## config.mk

```make
export PLATFORM = sky130hd
export DESIGN_NAME = mc_scatter_sequencer
export DESIGN_NICKNAME = d
export VERILOG_FILES = /design/src/rtl/mc_scatter_sequencer.sv
export SDC_FILE = /design/constraint.sdc
export NUM_CORES = 1
export LEC_CHECK = 0
export CAP_MARGIN = 10
export CELL_PAD_IN_SITES_DETAIL_PLACEMENT = 1
export CELL_PAD_IN_SITES_GLOBAL_PLACEMENT = 1
export CORE_MARGIN = 2
export CORE_UTILIZATION = 45
export CTS_BUF_LIST = sky130_fd_sc_hd__clkbuf_2 sky130_fd_sc_hd__clkbuf_4 sky130_fd_sc_hd__clkbuf_8
export DETAILED_ROUTE_END_ITERATION = 8
export PLACE_DENSITY_LB_ADDON = 0.1
export SETUP_SLACK_MARGIN = 0.05
export SYNTH_ARGS = -nofsm -noshare
export SYNTH_HDL_FRONTEND = slang
export SYNTH_SLANG_ARGS = --single-unit
```

## constraint.sdc

```tcl
create_clock -name clk -period 2.2 [get_ports clk]
set_input_delay 0.22 -clock clk [delete_from_list [all_inputs] [get_ports clk]]
set_output_delay 0.22 -clock clk [all_outputs]
set_load 0.03 [all_outputs]
```

## src/rtl/mc_scatter_sequencer.sv

```systemverilog
// mc_scatter_sequencer
//   Feeds a row of NUM_MC multicast controllers. Words (tag, value) from the global buffer are
//   queued in a small FIFO. A programming sequence loads each controller's tag_id, one per
//   cycle. In RUN, the FIFO head drives the shared multicast bus. The head advances only when
//   every controller whose tag matches is ready. A word that matches no controller is dropped
//   and counted in a saturating counter.
// Ports
//   clk, rstb                       clock, async active-low reset
//   prog_start, prog_tag_ids        start pulse and per-controller tag_ids for programming
//   prog_done                       one-cycle pulse when programming completes
//   in_valid/in_ready/in_tag/in_value  upstream word interface into the FIFO
//   mc_program, mc_tag_id           one-hot program strobe and shared tag_id bus
//   mc_enable, mc_tag, mc_value     shared multicast bus (head of FIFO)
//   mc_ready, mc_match              per-controller ready and tag-match feedback
//   busy, drop_count                activity flag and count of unmatched words
module mc_scatter_sequencer #(
  parameter int unsigned ADDRESS_WIDTH = 4,
  parameter int unsigned BITWIDTH      = 16,
  parameter int unsigned NUM_MC        = 4,
  parameter int unsigned FIFO_DEPTH    = 4,
  parameter int unsigned CNT_WIDTH     = 8
) (
  input  logic                            clk,
  input  logic                            rstb,
  input  logic                            prog_start,
  input  logic [NUM_MC*ADDRESS_WIDTH-1:0] prog_tag_ids,
  output logic                            prog_done,
  input  logic                            in_valid,
  output logic                            in_ready,
  input  logic [ADDRESS_WIDTH-1:0]        in_tag,
  input  logic [BITWIDTH-1:0]             in_value,
  output logic [NUM_MC-1:0]               mc_program,
  output logic [ADDRESS_WIDTH-1:0]        mc_tag_id,
  output logic                            mc_enable,
  output logic [ADDRESS_WIDTH-1:0]        mc_tag,
  output logic [BITWIDTH-1:0]             mc_value,
  input  logic [NUM_MC-1:0]               mc_ready,
  input  logic [NUM_MC-1:0]               mc_match,
  output logic                            busy,
  output logic [CNT_WIDTH-1:0]            drop_count
);

  localparam int unsigned PtrW  = (FIFO_DEPTH > 1) ? $clog2(FIFO_DEPTH) : 1;
  localparam int unsigned IdxW  = (NUM_MC > 1) ? $clog2(NUM_MC) : 1;
  localparam int unsigned WordW = ADDRESS_WIDTH + BITWIDTH;

  typedef enum logic [1:0] {StIdle, StProg, StRun} state_e;

  state_e                  state_q, state_d;
  logic [IdxW-1:0]         index_q, index_d;
  logic [NUM_MC-1:0]       mc_program_q, mc_program_d;
  logic [ADDRESS_WIDTH-1:0] mc_tag_id_q, mc_tag_id_d;
  logic                    prog_done_q, prog_done_d;
  logic [CNT_WIDTH-1:0]    drop_count_q, drop_count_d;
  // Pointers carry one extra wrap bit to tell full from empty.
  logic [PtrW:0]           wr_ptr_q, wr_ptr_d, rd_ptr_q, rd_ptr_d;
  logic [WordW-1:0]        mem_q [FIFO_DEPTH];
  logic [WordW-1:0]        mem_d [FIFO_DEPTH];

  logic             empty, full, push, pop, deliver, drop;
  logic [WordW-1:0] head;
  logic [IdxW-1:0]  idx_next;
  int unsigned      sel_base;

  always_comb begin
    empty     = (wr_ptr_q == rd_ptr_q);
    full      = (wr_ptr_q[PtrW] != rd_ptr_q[PtrW]) &&
                (wr_ptr_q[PtrW-1:0] == rd_ptr_q[PtrW-1:0]);
    in_ready  = !full;
    push      = in_valid & !full;
    head      = mem_q[rd_ptr_q[PtrW-1:0]];
    mc_enable = (state_q == StRun) & !empty;
    mc_tag    = mc_enable ? head[WordW-1:BITWIDTH] : '0;
    mc_value  = mc_enable ? head[BITWIDTH-1:0] : '0;
    // Every matching controller must be ready; non-matching ready lines are masked off.
    deliver   = mc_enable & (|mc_match) & (&(mc_ready | ~mc_match));
    drop      = mc_enable & ~(|mc_match);
    pop       = deliver | drop;
    busy      = (state_q == StProg) | !empty;
  end

  always_comb begin
    mem_d = mem_q;
    if (push) mem_d[wr_ptr_q[PtrW-1:0]] = {in_tag, in_value};
    wr_ptr_d = push ? wr_ptr_q + 1'b1 : wr_ptr_q;
    rd_ptr_d = pop  ? rd_ptr_q + 1'b1 : rd_ptr_q;
    drop_count_d = (drop && (drop_count_q != {CNT_WIDTH{1'b1}})) ? drop_count_q + 1'b1
                                                                  : drop_count_q;
  end

  always_comb begin
    state_d      = state_q;
    index_d      = index_q;
    mc_program_d = '0;
    mc_tag_id_d  = '0;
    prog_done_d  = 1'b0;
    idx_next     = index_q + 1'b1;
    sel_base     = 32'(idx_next) * ADDRESS_WIDTH;
    unique case (state_q)
      StIdle, StRun: begin
        if (prog_start) begin
          state_d      = StProg;
          index_d      = '0;
          mc_program_d = NUM_MC'(1);
          mc_tag_id_d  = prog_tag_ids[ADDRESS_WIDTH-1:0];
        end
      end
      StProg: begin
        // Strobe k is already on the outputs; prepare k+1 or finish.
        if (index_q == IdxW'(NUM_MC - 1)) begin
          state_d     = StRun;
          index_d     = '0;
          prog_done_d = 1'b1;
        end else begin
          index_d      = idx_next;
          mc_program_d = NUM_MC'(1) << idx_next;
          mc_tag_id_d  = prog_tag_ids[sel_base +: ADDRESS_WIDTH];
        end
      end
      default: state_d = StIdle;
    endcase
  end

  always_ff @(posedge clk or negedge rstb) begin
    if (!rstb) begin
      state_q      <= StIdle;
      index_q      <= '0;
      mc_program_q <= '0;
      mc_tag_id_q  <= '0;
      prog_done_q  <= 1'b0;
      drop_count_q <= '0;
      wr_ptr_q     <= '0;
      rd_ptr_q     <= '0;
      for (int i = 0; i < int'(FIFO_DEPTH); i++) mem_q[i] <= '0;
    end else begin
      state_q      <= state_d;
      index_q      <= index_d;
      mc_program_q <= mc_program_d;
      mc_tag_id_q  <= mc_tag_id_d;
      prog_done_q  <= prog_done_d;
      drop_count_q <= drop_count_d;
      wr_ptr_q     <= wr_ptr_d;
      rd_ptr_q     <= rd_ptr_d;
      mem_q        <= mem_d;
    end
  end

  assign mc_program = mc_program_q;
  assign mc_tag_id  = mc_tag_id_q;
  assign prog_done  = prog_done_q;
  assign drop_count = drop_count_q;

endmodule

```

**Word level (Yosys, flattened, before mapping)**

Cells that the tools add are included.

- Shift-type cells: 2
- Mux-type cells: 22
- Add/sub/neg operators: 4
- $lt $le $gt $ge: 3
- Bitwise logic cells: 12
- Eq/ne operators: 9
- Reductions and logical operators: 12

Operators by type and width:

| operator | number |
|---|---|
| 80-bit bitwise mux | 1 |
| 20-bit two-way mux | 3 |
| 20-bit binary-select mux with 2-bit select | 1 |
| 20-bit demux with 2-bit select | 1 |
| 16-bit two-way mux | 1 |
| 4-bit two-way mux | 4 |
| 4-bit case mux with 2 select lines | 2 |
| 16-bit by 5-bit variable part select with 4-bit output | 1 |
| 8-bit by 1-bit adder with 8-bit output (second input constant) | 1 |
| 2-bit two-way mux | 4 |
| 8-bit inequality test (second input constant) | 1 |
| 2-bit case mux with 2 select lines | 2 |
| 3-bit by 1-bit adder with 3-bit output (second input constant) | 2 |
| 3-bit greater-or-equal comparator (second input constant) | 2 |
| 2-bit NOT with 3-bit output | 2 |
| 1-bit bitwise AND | 5 |
| 2-bit == test (second input constant) | 2 |
| 4-bit NOT | 1 |
| 4-bit OR | 1 |
| 2-bit AND reduction | 2 |
| 4-bit AND reduction | 1 |
| 4-bit OR reduction | 1 |
| 1-bit by 2-bit << shifter with 4-bit output (first input constant) | 1 |
| 3-bit == test | 1 |
| 15 further kinds | 21 |

- Word-level logic and storage cells: 76
- Output and inout port bits: 40
- Register bits: 107
- Bits of input ports: 48

**Logic depth before layout (Yosys ltp)**

Gate-level depths: netlist of the first run.

- Depth in word-level cells: 6
- Gate-level depth with buffers: 5
- Gate-level depth less buffers: 5

**Worst setup path before layout of the first run**

Ideal clock, no wire load.

- Path kind: reg2out
- Start: reg rd_ptr_q[0]
- End: out mc_value[10]
- Setup slack: 36 ps
- Arrival: 1944 ps
- Stages on the path, launching flop included: 6
- Buffers on the path: 1
- Cells stage by stage: dfrtp_1 -> xnor2_1 -> a311o_1 -> inv_2 -> clkbuf_1 -> and2_1

- Elaborated cells on any way between the ends: 8
- Classes of those cells: eq/ne (1); mux (4); bitwise (2); reduce/logical (1)

RTL lines:

| element | line | RTL |
|---|---|---|
| start, declared | 56 | `logic [PtrW:0] wr_ptr_q, wr_ptr_d, rd_ptr_q, rd_ptr_d;` |
| start signal, assigned | 143 | `rd_ptr_q <= rd_ptr_d;` |
| 3-bit == test | 66 | `empty = (wr_ptr_q == rd_ptr_q);` |
| 1-bit logical NOT | 72 | `mc_enable = (state_q == StRun) & !empty;` |
| 1-bit bitwise AND | 72 |  |
| via mc_enable | 34 | `output logic mc_enable,` |
| 16-bit two-way mux | 74 | `mc_value = mc_enable ? head[BITWIDTH-1:0] : '0;` |
| end, declared | 36 | `output logic [BITWIDTH-1:0] mc_value,` |

The timed path passes the listed nets, and every way through them passes these cells. The select of a mux whose other input is x is not followed.

**Worst setup path after layout of the first run**

- Start: reg rd_ptr_q[0]
- End: out mc_tag[1]

- Cells in the longest elaborated chain, start to end: 5
- Elaborated cells on any way between the ends: 8
- Classes of those cells: eq/ne (1); mux (4); bitwise (2); reduce/logical (1)

RTL lines:

| element | line | RTL |
|---|---|---|
| 2-bit NOT with 3-bit output (not written as such) | 71 | `head = mem_q[rd_ptr_q[PtrW-1:0]];` |
| 20-bit binary-select mux with 2-bit select | 71 |  |
| 20-bit two-way mux (not written as such) (2 in a row) | 71 |  |
| 4-bit two-way mux * | 73 | `mc_tag = mc_enable ? head[WordW-1:BITWIDTH] : '0;` |
| end, declared | 35 | `output logic [ADDRESS_WIDTH-1:0] mc_tag,` |

Every way passes the cells marked *; elsewhere a longest branch is shown, timed or not. The select of a mux whose other input is x is not followed.

==> out/metrics.cfg, run 1 <==
[route]
wl_per_cell_um = 18.2
vias = 3099
postRouteAntennaNets = 0
via_per_inst = 5.28
drt_iter0_markers = 76
drc_errors = 0
drtPass1Iterations = 4
routed_wl_um = 10700

[pwr]
clock_power_share_pct = 15.7
internal_power_mw = 5.42
combPwrFrac_pct = 42.2
switching_share_pct = 33.2
peakVddDrop_uv = 651
power_density_nw_per_um2 = 1270
netSwitchingPower_mw = 2.69
seqPwrFrac_pct = 42.1
leakagePower_nw = 2.76

[grt]
grt_max_degree = 43
antenna_found_initial = 0
grt-ovfl-total = 0
grt_pass1_vias = 3473
groute.usage.overall_pct = 19.6
grt_pass1_wl_um = 17600

[floorplan]
die_h_um = 109
coreArea_um2 = 10800
die_width_um = 109
num_rows = 38
die_area_um2 = 11900
start_util_pct = 46.0
io_pins = 88

[yosys]
synth_top_family_by_area = multiplexers
synth-compound-area-share_pct = 2.39
syn-num-nets = 399
synth_edf_count = 0
synth_area_per_cell_um2 = 14.6
ys_seq_elements = 107
yosysTopAreaCell = dfrtp_1
yosys.area_share.adder_pct = 2.77
synth.top_cells.by_area = dfrtp_1, mux2_1, mux4_2
syn_inst = 340
synthArstFlopShare_pct = 100
synth_mux_area_share_pct = 29.5
yosysSeqAreaShare_pct = 53.9
yosysMostFrequentCell = dfrtp_1
synth-simple-area-share_pct = 6.73
syn_area_um2 = 4970
yosysTopAreaCellShare_pct = 53.9
synthXorXnorAreaFrac_pct = 2.64
yosys-top-cells-count = dfrtp_1, mux2_1, and2_1, mux4_2, ha_1
ys_dominant_reg_cell = dfrtp_1
yosys_warnings = 0
yosys.cell_types.count = 30

[layout]
area_delta_synth_final_pct = 29.0
final_nets = 502
layout-drive-gt1-share_pct = 20.6
utilization_pct = 59.4
antennaDiodeCount = 0
final_cell_count_no_fill = 587

[timing]
setup_viol = 0
finalCritPeriodShare_pct = 97.7
max-slew-margin-rel_pct = 63.9
slew_violations = 0
layout_min_cycle_time_ps = 2150
rsz0062_at_grt = true
fin_ws_ps = 50.5
hold_viol = 0
worstMarginPinSlew_ps = 542
tns_ps = 0
fmax_mhz = 465
clock_skew_ps = 14.4

[worst_setup_path]
cp_max_fo = 13
crit_slowest_cell = mux4_2
arrival_ps = 1930
start_kind = flop
crit_buf_inv = 2
critPathMaxStageDelay_ps = 540
path_cells = buf_12, mux4_2, and2_1, buf_6
critical-path-top-delay-family = multiplexers
crit_path_end_kind = output port
required_ps = 1980
worstSetupPathType = reg -> out

[placement]
io_buffers = 87
dp_hpwl_um = 7140
place_congestion = 0.767
dp_slack_ps = 130
dp.cells = 565

[hold_path]
hold_class = in -> async

[clock_network]
clock_sinks = 107
ctsHtreeMaxLevel = 3
cts_buffers = 9
cts_tree = built
clkLatencyLatePin_ps = 380
clock-root-buffer = clkbuf_8
clockBufferDepth = 2
clk_pin_slew_ps = 100

[outcome]
outcome = completed

[run]
maxCapViolations = 0

-- final timing paths --
| path | start | endpoint | slack [ps] | depth (start not counted) |
|---|---|---|---|---|
| max | rd_ptr_q[0]$_DFFE_PN0P_ | mc_tag[1] | 50 | 4 |
| min | rstb | mem_q[34]$_DFFE_PN0P_ | 360 | 2 |
| max reg2reg | wr_ptr_q[2]$_DFFE_PN0P_ | mem_q[77]$_DFFE_PN0P_ | 150 | 6 |
| min reg2reg | mem_q[44]$_DFFE_PN0P_ | mem_q[44]$_DFFE_PN0P_ | 500 | 1 |
| max in group asynchronous | rstb | mem_q[65]$_DFFE_PN0P_ | 1160 | 3 |
| min in group clk | prog_tag_ids[3] | mc_tag_id[3]$_DFF_PN0_ | 490 | 2 |
-- cells by family after synthesis --
logic type      count (synthesis)
simple gates                   61
mux                           106
xor+xnor                       15
flops                         107
fa+ha+maj                      11
buf+inv                        25
compound gates                 15
-- stage by stage --
step | area [µm²] | power (mW) | hold slack (ps)
after detailed placement | 6020 | 6.74 | 241
after global routing | 6410 | 8.69 | 385
final | 6410 | 8.11 | 364
after global placement | 6020 | 6.59 | 247
after floorplan | 4970 | 5.64 | -75.6
after CTS | 6270 | 8.09 | 370
-- worst reg2reg max path, cell delays in order (launching register included) --
cell     delay, ps
dfrtp_2        450
buf_4          140
xor2_1         260
a31oi_2        240
nand2_1        130
buf_4          340
mux2_1         380
-- per-layer routing --
metal / GRT usage (%) / routed length, µm / vias to the layer above
met3: 5.68 / 427 / 7
met4: 4.85 / 109 / 0
met5: 0 / 0 / -
met2: 33.4 / 5450 / 71
met1: 24.8 / 4680 / 1591
li1: - / - / 1430
-- state kept, by name (all words and copies together) (netlist names) --
signal and count:
rd_ptr_q 3, state_q 2, mem_q 80, drop_count 8, mc_program 4, mc_tag_id 4, index_q 2, wr_ptr_q 3
prog_done 1
-- power by group through the flow --
stage / combinational [mW] / clock, mW / sequential (mW)
after floorplan: 2.23 / 0 / 3.40
after global placement: 3.22 / 0 / 3.37
after detailed placement: 3.31 / 0 / 3.43
after CTS: 3.37 / 1.32 / 3.40
after global routing: 3.75 / 1.40 / 3.54
final: 3.42 / 1.27 / 3.41
-- cells in the final DEF (no fill, tap or decap), types with 2 or more instances in the layout --
master	n
o21ai_1	3
mux4_2	24
a21o_1	2
dfrtp_2	4
buf_4	18
xnor2_1	5
a32o_1	4
nor4_1	5
dfrtp_1	103
nor2_1	4
inv_1	7
buf_6	21
ha_1	11
mux2_1	82
buf_12	3
xor2_1	8
nand3_1	6
nor3_1	4
clkbuf_8	12
nand2_1	10
clkdlybuf4s50_1	63
nor2b_1	6
and2_1	24
-- layout make-up --
type,count,area [µm²]
inverter,9,33.8
multi-input combinational,208,2210
clock buffer,12,165
timing repair buffer,108,1090
clock inverter,3,46.3
fill,1041,4380
sequential,107,2680
tap,140,175
-- what timing repair did --
action	in CTS	in global routing
setup endpoints to repair	22	21
pin swaps	1	0
hold buffers	1	0
endpoints found under the hold margin	39	0
resized for setup	5	31
setup buffers	2	4
Power figures use the tool's default switching activity.
==> run 2: changes to the inputs <==
--- a/config.mk
+++ b/config.mk
@@ -8,11 +8,12 @@
 export CAP_MARGIN = 10
 export CELL_PAD_IN_SITES_DETAIL_PLACEMENT = 1
 export CELL_PAD_IN_SITES_GLOBAL_PLACEMENT = 1
-export CORE_MARGIN = 2
+export CORE_MARGIN = 4
 export CORE_UTILIZATION = 45
 export CTS_BUF_LIST = sky130_fd_sc_hd__clkbuf_2 sky130_fd_sc_hd__clkbuf_4 sky130_fd_sc_hd__clkbuf_8
 export DETAILED_ROUTE_END_ITERATION = 8
 export PLACE_DENSITY_LB_ADDON = 0.1
+export REMOVE_ABC_BUFFERS = 1
 export SETUP_SLACK_MARGIN = 0.05
 export SYNTH_ARGS = -nofsm -noshare
 export SYNTH_HDL_FRONTEND = slang
==> constraint.sdc (replaced) <==
create_clock -name clk -period 2.2 [get_ports clk]
set_input_delay 0.22 -clock clk [delete_from_list [all_inputs] [get_ports clk]]
set_output_delay 0.22 -clock clk [all_outputs]
set_load 0.05 [all_outputs]
==> out/metrics.cfg, run 2 (synthesized netlist as in run 1, its figures left out) <==
[outcome]
outcome = completed  ; unchanged

[worst_setup_path]
cp_max_fo = 5  ; was 13
arrival_ps = 1950  ; was 1930 ps
start_kind = flop  ; unchanged
required_ps = 1980  ; about the same
crit_path_end_kind = output port  ; unchanged
worstSetupPathType = reg -> out  ; unchanged

[timing]
clock_skew_ps = 7.93  ; was 14.4 ps
max-slew-margin-rel_pct = 63.6  ; was 63.9%
fmax_mhz = 461  ; was 465 MHz
hold_viol = 0  ; unchanged
tns_ps = 0  ; unchanged
finalCritPeriodShare_pct = 98.6  ; was 97.7%
slew_violations = 0  ; unchanged
rsz0062_at_grt = true  ; unchanged
setup_viol = 0  ; unchanged
worstMarginPinSlew_ps = 545  ; was 542 ps
layout_min_cycle_time_ps = 2170  ; was 2150 ps

[floorplan]
coreArea_um2 = 10800  ; about the same
die_width_um = 113  ; was 109 µm
start_util_pct = 45.8  ; was 46.0%
die_area_um2 = 12800  ; was 11900 µm²
io_pins = 88  ; unchanged
num_rows = 38  ; unchanged
die_h_um = 113  ; was 109 µm

[layout]
register_area_um2 = 2680  ; about the same
layout-drive-gt1-share_pct = 26.2  ; was 20.6%
area_delta_synth_final_pct = 35.9  ; was 29.0%
multiInputGateArea_um2 = 2280  ; was 2210 µm²
final_nets = 510  ; was 502
design_area_um2 = 6750  ; was 6410 µm²
fillCellCount = 1030  ; was 1041
largest_reg_flops = 80  ; unchanged
final_common_cell = dfrtp_1  ; unchanged
regMostFlops = mem_q  ; unchanged
final_cell_mix = dfrtp_1, mux2_1, clkdlybuf4s50_1  ; unchanged
utilization_pct = 62.3  ; was 59.4%
antennaDiodeCount = 0  ; unchanged
final_cell_count_no_fill = 594  ; was 587

[route]
routed_wl_um = 11700  ; was 10700 µm
drt_iter0_markers = 114  ; was 76
wl_per_cell_um = 19.6  ; was 18.2 µm
vias = 3172  ; was 3099
postRouteAntennaNets = 0  ; unchanged
drtPass1Iterations = 4  ; unchanged
drc_errors = 0  ; unchanged
via_per_inst = 5.34  ; was 5.28

[run]
maxCapViolations = 0  ; unchanged

[clock_network]
ctsHtreeMaxLevel = 3  ; unchanged
clk_pin_slew_ps = 100  ; about the same
clkLatencyLatePin_ps = 370  ; was 380 ps
clockBufferDepth = 2  ; unchanged
cts_buffers = 9  ; unchanged
cts_tree = built  ; unchanged
clock-root-buffer = clkbuf_8  ; unchanged
clock_sinks = 107  ; unchanged

[grt]
grt_pass1_vias = 3733  ; was 3473
antenna_found_initial = 0  ; unchanged
grt_pass1_wl_um = 19600  ; was 17600 µm
grt-ovfl-total = 0  ; unchanged
grt_max_degree = 49  ; was 43
groute.usage.overall_pct = 19.7  ; was 19.6%

[pwr]
combPwrFrac_pct = 47.5  ; was 42.2%
power_density_nw_per_um2 = 1260  ; was 1270 nW/µm²
netSwitchingPower_mw = 3.01  ; was 2.69 mW
leakagePower_nw = 2.88  ; was 2.76 nW
seqPwrFrac_pct = 39.8  ; was 42.1%
internal_power_mw = 5.50  ; was 5.42 mW
peakVddDrop_uv = 769  ; was 651 µV
switching_share_pct = 35.4  ; was 33.2%
clock_power_share_pct = 12.7  ; was 15.7%

[placement]
place_congestion = 0.767  ; about the same
io_buffers = 87  ; unchanged
post_dp_cell_area_um2 = 6320  ; was 6020 µm²
dp.cells = 568  ; was 565
dp_hpwl_um = 7870  ; was 7140 µm

[hold_path]
hold_class = in -> async  ; unchanged

[run 2: metrics by stage]
stage / hold slack (ps) / setup WS [ps] / total power, mW
after global routing: 412 / -68.1 / 9.12
after floorplan: -75.6 / -663 / 5.78
after CTS: 378 / -7.50 / 8.50
after global placement: 237 / 297 / 6.95
final: 371 / 31.2 / 8.51
after detailed placement: 238 / 189 / 7.15
[run 2: repair_timing]
action	CTS	global route
hold buffers	1	0
pin swaps	2	0
resized for setup	29	6
endpoints found under the hold margin	36	0
gates cloned	2	1
setup endpoints to repair	20	20
setup buffers	4	4
[run 2: path summary, 6_finish.rpt]
| kind | from | end | slack (ps) | cells past startpoint |
|---|---|---|---|---|
| min in group clk | prog_start | index_q[0]$_DFFE_PN0P_ | 480 | 2 |
| setup reg to reg | rd_ptr_q[0]$_DFFE_PN0P_ | rd_ptr_q[1]$_DFFE_PN0P_ | 210 | 7 |
| setup / recovery | rd_ptr_q[0]$_DFFE_PN0P_ | mc_value[9] | 30 | 6 |
| hold / removal | rstb | mem_q[7]$_DFFE_PN0P_ | 370 | 2 |
| hold reg to reg | mem_q[53]$_DFFE_PN0P_ | mem_q[53]$_DFFE_PN0P_ | 490 | 1 |
| max in group asynchronous | rstb | mem_q[18]$_DFFE_PN0P_ | 1110 | 3 |
[run 2: per-layer routing]
layer | global-route usage (%) | vias to the layer above | wire length (µm)
met5 | 0 | - | 0
met4 | 7.45 | 0 | 273
met3 | 3.58 | 17 | 383
met2 | 33.1 | 74 | 5920
met1 | 25.7 | 1642 | 5080
li1 | - | 1439 | -
[run 2: worst max-delay path, cell delays in order, from the launching register on]
cell	delay [ps]
dfrtp_2	460
xnor2_2	180
a311o_1	300
clkinv_4	160
clkbuf_16	200
and2_4	140
buf_12	140
[run 2: final cells by class]
class | instances | share of cell area [%]
Tap cell | 140 | 2.59
Timing Repair Buffer | 116 | 20.9
Sequential cell | 107 | 39.7
Inverter | 9 | 0.574
Clock buffer | 11 | 2.24
Multi-Input combinational cell | 208 | 33.7
Clock inverter | 3 | 0.222
[run 2: power groups by stage]
stage | Combinational, mW | Sequential, mW | Clock, mW
2_1_floorplan | 2.13 | 3.65 | 0
3_3_place_gp | 3.61 | 3.35 | 0
3_5_place_dp | 3.73 | 3.42 | 0
4_1_cts | 3.98 | 3.40 | 1.12
5_1_grt | 4.39 | 3.51 | 1.22
6_report | 4.04 | 3.39 | 1.08
==> run 3: changes to the inputs <==
==> constraint.sdc (replaced) <==
create_clock -name clk -period 2.1 [get_ports clk]
set_input_delay 0.21 -clock clk [delete_from_list [all_inputs] [get_ports clk]]
set_output_delay 0.21 -clock clk [all_outputs]
set_load 0.05 [all_outputs]
==> out/metrics.cfg, run 3 (synthesized netlist as in run 1, its figures left out) <==
[layout]
final_cell_mix = dfrtp_1, mux2_1, clkdlybuf4s50_1  ; unchanged
utilization_pct = 62.1  ; was 62.3%
regMostFlops = mem_q  ; unchanged
design_area_um2 = 6740  ; was 6750 µm²
area_delta_synth_final_pct = 35.6  ; was 35.9%
antennaDiodeCount = 0  ; unchanged
final_common_cell = dfrtp_1  ; unchanged
final_nets = 510  ; unchanged
largest_reg_flops = 80  ; unchanged
layout-drive-gt1-share_pct = 26.3  ; was 26.2%

[worst_setup_path]
worstSetupPathType = reg -> out  ; unchanged
arrival_ps = 1930  ; was 1950 ps
cp_max_fo = 11  ; was 5
critPathMaxStageDelay_ps = 430  ; was 460 ps
start_kind = flop  ; unchanged
crit_slowest_cell = dfrtp_1  ; was dfrtp_2
path_cells = xnor2_1, a311o_1, inv_2, clkbuf_16, and2_4, buf_12  ; was xnor2_2, a311o_1, clkinv_4, clkbuf_16, and2_4, buf_12
required_ps = 1890  ; was 1980 ps
critical-path-top-delay-family = flip-flops  ; was buffers and inverters
crit_path_end_kind = output port  ; unchanged
crit_buf_inv = 3  ; unchanged

[clock_network]
ctsHtreeMaxLevel = 3  ; unchanged
clkLatencyLatePin_ps = 370  ; about the same
clockBufferDepth = 2  ; unchanged
clk_pin_slew_ps = 100  ; about the same
clock-root-buffer = clkbuf_8  ; unchanged
cts_buffers = 9  ; unchanged
clock_sinks = 107  ; unchanged
cts_tree = built  ; unchanged

[timing]
fin_ws_ps = -42.6  ; was 31.2 ps
layout_min_cycle_time_ps = 2140
hold-worst-slack_ps = 346  ; was 371 ps
finalCritPeriodShare_pct = 102
hold_viol = 0  ; unchanged
slew_violations = 0  ; unchanged
tns_ps = -567  ; was 0 ps
worstMarginPinSlew_ps = 533  ; was 545 ps
fmax_mhz = 467
rsz0062_at_grt = true  ; unchanged
setup_viol = 21  ; was 0
max-slew-margin-rel_pct = 64.5  ; was 63.6%
clock_skew_ps = 6.55  ; was 7.93 ps

[route]
drt_iter0_markers = 132  ; was 114
m1WireLength_um = 4990  ; was 5080 µm
dr_wl_met2_um = 5850  ; was 5920 µm
routed_wl_um = 11500  ; was 11700 µm
wl_per_cell_um = 19.3  ; was 19.6 µm
postRouteAntennaNets = 0  ; unchanged
vias = 3205  ; was 3172
route.met3.wl_um = 440  ; was 383 µm
drtPass1Iterations = 4  ; unchanged
top_layer = met4  ; unchanged
via_per_inst = 5.38  ; was 5.34
drc_errors = 0  ; unchanged

[floorplan]
io_pins = 88  ; unchanged
coreArea_um2 = 10800  ; unchanged
die_area_um2 = 12800  ; unchanged
num_rows = 38  ; unchanged
die_h_um = 113  ; unchanged
start_util_pct = 45.8  ; unchanged
die_width_um = 113  ; unchanged

[placement]
dp_slack_ps = 211  ; was 189 ps
dp_hpwl_um = 7930  ; was 7870 µm
place_congestion = 0.735  ; was 0.767
post_dp_cell_area_um2 = 6340  ; was 6320 µm²
io_buffers = 87  ; unchanged

[pwr]
peakVddDrop_uv = 779  ; was 769 µV
leakagePower_nw = 2.88  ; about the same
power_density_nw_per_um2 = 1340  ; was 1260 nW/µm²

[grt]
grt-ovfl-total = 0  ; unchanged
groute.usage.overall_pct = 19.3  ; was 19.7%
grt_pass1_vias = 3739  ; was 3733
grt_max_degree = 49  ; unchanged
grt_pass1_wl_um = 19400  ; was 19600 µm
antenna_found_initial = 0  ; unchanged

[hold_path]
hold_class = in -> async  ; unchanged

[outcome]
outcome = finished, violations left  ; was completed
violations = negative setup slack

[run]
maxCapViolations = 0  ; unchanged

==> run 3: cell count changes in the layout (fill, tap and decap cells not counted), sizes merged <==
cell	previous run	this run
clkinvlp	0	3
clkinv	5	3
bufinv	0	1
clkbuf	12	11
inv	7	8
==> run 3: layout make-up <==
type | instances | area [µm²]
sequential | 107 | 2680
inverter | 9 | 33.8
tap | 140 | 175
fill | 1029 | 4100
clock inverter | 6 | 66.3
clock buffer | 10 | 131
timing repair buffer | 116 | 1380
multi-input combinational | 208 | 2270
==> run 3: path summary, 6_finish.rpt <==
path / end / cells past startpoint / slack [ps] / from
setup / recovery: mc_value[0] / 6 / -40 / rd_ptr_q[2]$_DFFE_PN0P_
hold / removal: mem_q[27]$_DFFE_PN0P_ / 2 / 350 / rstb
setup reg to reg: mem_q[55]$_DFFE_PN0P_ / 6 / 140 / rd_ptr_q[2]$_DFFE_PN0P_
hold reg to reg: mem_q[11]$_DFFE_PN0P_ / 1 / 490 / mem_q[11]$_DFFE_PN0P_
max in group asynchronous: drop_count[2]$_DFFE_PN0P_ / 3 / 1060 / rstb
min in group clk: index_q[0]$_DFFE_PN0P_ / 2 / 470 / prog_start
==> run 3: power breakdown <==
group          internal, mW  switching (mW)  total, mW
combinational          2.25            1.96       4.21
clock                 0.565           0.708       1.27
sequential             3.02           0.525       3.54
==> run 3: metal layers <==
layer,up-vias,GRT usage (%)
li1,1443,-
met1,1671,24.8
met2,77,32.9
met3,14,3.53
met4,0,7.13
met5,-,0
==> run 3: metrics by stage <==
step	power, mW	cells
after detailed placement	7.51	570
after floorplan	6.06	324
after global routing	9.66	596
after global placement	7.31	570
final	9.02	596
after CTS	9.01	589
==> run 3: worst register-to-register path: cells and delay by family, from the launching register on <==
family / cells / cell delay [ps]
compound gates: 1 / 210
xor+xnor: 1 / 290
buf+inv: 2 / 420
flops: 1 / 430
mux: 1 / 370
simple gates: 1 / 140
==> run 3: repair_timing <==
action / CTS / global route
pin swaps: 0 / 3
resized for setup: 26 / 5
hold endpoints to repair: 36 / 0
hold buffers: 1 / 0
setup endpoints to repair: 22 / 22
setup buffers: 2 / 6
gates cloned: 0 / 1
